`src/rtl/knap_sat_acc.sv`:
```
// knap_sat_acc: accumulator with synchronous clear that saturates at all-ones.
// Rev 1.0
`default_nettype none

module knap_sat_acc #(
  parameter int ACC_W  = 9,
  parameter int COEF_W = 5
) (
  input  logic              clk,
  input  logic              rst_n,
  input  logic              clr,
  input  logic              add_en,
  input  logic [COEF_W-1:0] addend,
  output logic [ACC_W-1:0]  acc
);

  logic [ACC_W:0] sum;

  // One guard bit catches the carry so the result clamps instead of wrapping.
  assign sum = {1'b0, acc} + {{(ACC_W + 1 - COEF_W){1'b0}}, addend};

  always_ff @(posedge clk) begin
    if (!rst_n) begin
      acc <= '0;
    end else if (clr) begin
      acc <= '0;
    end else if (add_en) begin
      acc <= sum[ACC_W] ? '1 : sum[ACC_W-1:0];
    end
  end

endmodule

`default_nettype wire

```
`config.mk`:
```
export PLATFORM = sky130hd
export DESIGN_NAME = knap_sat_acc
export DESIGN_NICKNAME = d
export VERILOG_FILES = /design/src/rtl/knap_sat_acc.sv
export SDC_FILE = /design/constraint.sdc
export NUM_CORES = 1
export LEC_CHECK = 0
export CAP_MARGIN = 20
export CORE_AREA = 2 2 42 44
export CTS_CLUSTER_SIZE = 25
export DETAILED_ROUTE_END_ITERATION = 10
export DIE_AREA = 0 0 44 46
export PLACE_DENSITY = 0.77
export SLEW_MARGIN = 20
export SYNTH_ARGS = -nofsm -noshare
export SYNTH_HDL_FRONTEND = slang
export SYNTH_SLANG_ARGS = --single-unit
```
`constraint.sdc`:
```
create_clock -name clk -period 2.12 [get_ports clk]
set_input_delay 0.636 -clock clk [delete_from_list [all_inputs] [get_ports clk]]
set_output_delay 0.636 -clock clk [all_outputs]
set_load 0.01 [all_outputs]
```
; After elaboration in Yosys (flattened, before gate mapping)
; Index checks and enable logic that the tools add are counted.
[word_totals]
regBits = 9
output_inout_bits = 9
[classes]
addsub = 1
muxes = 1
n_bitwise = 1
n_reduce_logical = 1
[op_table]
columns = operator, count
row1 = adder 9 x 5 -> 10 bit, 1
row2 = 2-to-1 mux 9 bit, 1
row3 = OR reduction 2 bit, 1
row4 = NOT 1 bit, 1

; Longest topological paths before layout
[logic_depth]
word_depth = 2
ltp_mapped = 8
ltp_nobuf = 8

; Worst setup path after synthesis
; Ideal clock, no wire load.
[synth_path]
kind = input-to-reg
startpoint = input addend[0]
endpoint = register acc[8]
arrival_ns = 1.912
setup_slack_ns = 0.080
path_stages = 8
path_buffers = 0
path_cell_list = ha_1 inv_1 fa_1 nand2b_1 a21oi_2 o2111ai_1 nor4_1 a211oi_1
[synth_between]
elab_chain_cells = 2
[synth_lines]
columns = element, line_no
row1 = from (decl), 13  ; input logic [COEF_W-1:0] addend,
row2 = adder 9 x 5 -> 10 bit, 20  ; assign sum = {1'b0, acc} + {{(ACC_W + 1 - COEF_W){1'b0}}, addend};
row3 = 2-to-1 mux 9 bit, 28  ; acc <= sum[ACC_W] ? '1 : sum[ACC_W-1:0];
row4 = to (signal assigned), 28
row5 = to (decl), 14  ; output logic [ACC_W-1:0] acc
; Every way passes these cells.
; A chain may end at the register's enable or synchronous reset.

; Worst setup path in the final report
[layout_path]
startpoint = input addend[4]
endpoint = register acc[2]
; The elaborated chain is that of the path after synthesis.

==> summary.md <==
| Metric | Value |
|---|---|
| Maximum count of clock buffers along a single path | `2` |
| RSZ-0062 raised after global routing | `no` |
| Headroom to the max-slew limit | `71.5%` |
| Static leakage | `0.000346 µW` |
| Flip-flop count of the largest register after layout | `9` |
| Syn-to-layout area delta | `53.8%` |
| Final period utilization | `97.7%` |
| Most used DFF post-synth | `sky130_fd_sc_hd__dfxtp_1` |
| Start of the worst register-to-register path | `acc[0]` |
| Class of the most critical hold timing path | `reg -> reg` |
| Final net count | `109` |
| Netlist Area Pre-Place | `601 µm²` |
| Number of vias per cell | `5.45` |
| CP Max Fanout | `6` |
| Number of vias after detailed routing | `599` |
| Routed len/inst | `13.7 µm` |
| Share of post-route cells with drive strength above 1 | `30.1%` |
| Final number of hold-violating endpoints | `0` |
| CP Launch Type | `input pin` |
| Initial antenna violation count | `0` |
| Setup slack of the most critical reg-to-reg path | `0.39 ns` |
| Yosys reg bits | `9` |
| Gp weighted congestion | `0.785` |
| Maximum clock rate | `483 MHz` |
| Power density over the cells | `457 nW/µm²` |
| Insertion delay to the later sink of the worst-skew pair | `0.27 ns` |
| HP Start | `acc[6]` |
| Critical-path cell list | `clkdlybuf4s50_1, ha_2, a21oi_2, nand2_2, nor2_2, o21ai_4, o221a_1` |
| # IOs | `18` |
| Number of flops mapped to enable cells by yosys | `0` |
| Reg-to-reg critical path endpoint | `acc[8]` |
| Hold worst-path end | `acc[6]` |
| Gate count after technology mapping | `66` |
| IR drop worst, VDD | `0.000313 V` |
| Register containing the most flip-flops in the final layout | `acc` |
| HPWL Detailed | `1060 µm` |
| Number of global-route vias before repair | `553` |
| Post-detailed-route count of antenna-violating nets | `0` |
| Site Rows | `15` |
| Number of cells traversed by the worst register-to-register path | `8` |
| Depth of the CTS H-tree | `1` |
| Start-to-end type of the worst setup path | `in -> reg` |
| Largest net degree at the start of global routing | `8` |
| Detailed-router iteration count before antenna repair | `4` |
| Shortest clock period the worst path allows after layout | `2.07 ns` |
| Die Span Y | `46 µm` |
| Fraction of registers with async set or reset after synthesis | `0%` |
| Top Registers | `acc x9` |
| Global Route Usage Sum | `15.9%` |
| Maximum single-stage delay on the critical path | `0.47 ns` |
| Final core area utilization | `57.2%` |
| Pins over their slew limit | `0` |
| Synth cell count leaders | `sky130_fd_sc_hd__dfxtp_1, sky130_fd_sc_hd__inv_1, sky130_fd_sc_hd__nand2_1` |
| Global-route wire length before repair | `2240 µm` |
| Number of max-cap violations | `0` |
| CTS sink count | `9` |
| Setup-violating endpoint count in the final report | `0` |
| Yosys warns | `0` |
| Sequential-to-total area share from yosys stat | `30.0%` |
| IO buf count | `17` |
| Die W | `44 µm` |
| Library cell used as clock root buffer | `sky130_fd_sc_hd__clkbuf_4` |
| Crit. End Element | `register` |
| Library cell occupying the most area in the post-synthesis netlist | `sky130_fd_sc_hd__dfxtp_1` |
| Number of remaining DRC errors | `0` |
| Worst hold path stage count | `2` |
| Signal arrival time at the worst endpoint | `2.22 ns` |
| Starting density of the core | `37.2%` |
| Critical path data required time | `2.27 ns` |
| Final wirelength | `1510 µm` |
| Number of antenna repair diodes | `0` |
| Worst-path clk slew | `0.07 ns` |
| Total of fill cells in the finished design | `137` |
| Leading post-synthesis cells by cell area | `sky130_fd_sc_hd__dfxtp_1, sky130_fd_sc_hd__ha_1, sky130_fd_sc_hd__o221a_1` |
| Portion of synthesized cell area occupied by the leading cell type | `30.0%` |
| Number of buffers created by CTS | `3` |
| GR Overflow Total | `0` |
| Overall power after layout | `422 µW` |
| Setup clock skew after layout | `0.00659 ns` |
| Post-Syn Area per Cell | `9.10 µm²` |
| Distinct cell type count after synthesis | `31` |
| TritonCTS clock tree | `yes` |
| Run status | `completed` |
| Measured slew at the worst slew-check pin | `0.426 ns` |
| First-iteration detailed-routing DRC count | `10` |
| Most common cell in the synthesized netlist | `sky130_fd_sc_hd__dfxtp_1` |
| Number of nets produced by synthesis | `81` |
| Standard cell with the maximum stage delay on the critical path | `sky130_fd_sc_hd__clkdlybuf4s50_1` |
| Core region area | `1610 µm²` |
| Die area | `2020 µm²` |
layout make-up:
cell class / count / area, µm² / area share [%]
repair buffers: 24 / 220 / 23.8
inverters: 7 / 26.3 / 2.85
flip-flops and latches: 9 / 180 / 19.5
well taps: 17 / 21.3 / 2.30
multi-input cells: 49 / 449 / 48.6
clock buffers: 4 / 26.3 / 2.85
worst max-delay path: cells and delay by family:
| family | cells | cell delay [ns] |
|---|---|---|
| simple gates | 2 | 0.28 |
| buf+inv | 1 | 0.47 |
| compound gates | 3 | 0.52 |
| fa+ha+maj | 1 | 0.32 |
placed cells by master (no fill, tap or decap), types with 2 or more instances in the layout:
| master | n |
|---|---|
| sky130_fd_sc_hd__xnor2_1 | 2 |
| sky130_fd_sc_hd__dfxtp_1 | 9 |
| sky130_fd_sc_hd__o21ai_4 | 2 |
| sky130_fd_sc_hd__dlygate4sd2_1 | 2 |
| sky130_fd_sc_hd__nand2_1 | 6 |
| sky130_fd_sc_hd__buf_4 | 7 |
| sky130_fd_sc_hd__nand3_1 | 3 |
| sky130_fd_sc_hd__a21oi_1 | 3 |
| sky130_fd_sc_hd__inv_2 | 2 |
| sky130_fd_sc_hd__ha_1 | 2 |
| sky130_fd_sc_hd__ha_2 | 3 |
| sky130_fd_sc_hd__clkbuf_4 | 3 |
| sky130_fd_sc_hd__o221a_1 | 5 |
| sky130_fd_sc_hd__clkdlybuf4s50_1 | 15 |
| sky130_fd_sc_hd__inv_1 | 5 |
logic make-up (layout without fill, tap and decap cells):
group	Yosys count	count (layout)	share of synthesized area, %
xor gates and xnor gates	3	3	4.38
buffers and inverters	8	35	5.63
and+or+nand+nor	21	21	20.0
muxes	1	1	1.67
DFF	9	9	30.0
adders and majority gates	6	6	13.8
AOI/OAI and AO/OA	18	18	24.6
stage by stage:
stage | setup slack (ns) | hold WS, ns | cell area [µm²] | setup TNS [ns] | cells
2_1_floorplan | 0.0803 | 0.523 | 601 | 0 | 66
3_5_place_dp | -0.495 | 0.510 | 830 | -2.62 | 105
5_1_grt | 0.00722 | 0.578 | 923 | 0 | 110
3_3_place_gp | -0.414 | 0.505 | 830 | -2.20 | 105
6_report | 0.0487 | 0.537 | 923 | 0 | 110
4_1_cts | 0.0114 | 0.537 | 887 | 0 | 110
where the power goes:
group	switching (µW)	internal (µW)
registers	4.60	174
logic	50.2	56.7
clock network	63.7	72.7
total	118	304
layer usage:
layer | GRT usage [%] | up-vias | routed length, µm
met1 | 17.0 | 281 | 654
met2 | 27.6 | 14 | 748
met3 | 3.57 | 7 | 48
met4 | 10.9 | 0 | 54
li1 | - | 297 | -
met5 | 0 | - | 0
what timing repair did:
action / 4_1_cts / 5_1_grt
hold buffers: 0 / 0
pin swaps: 6 / 1
setup buffers: 1 / 0
resized for setup: 9 / 7
setup endpoints to repair: 3 / 9
worst max-delay path by stage:
stage	startpoint	endpoint
after floorplan	addend[0]	acc[8]
after global placement	addend[0]	acc[8]
after detailed placement	addend[0]	acc[8]
after CTS	addend[4]	acc[5]
after global routing	addend[2]	acc[2]
final	addend[4]	acc[2]
(Power assumes the default switching activity.)
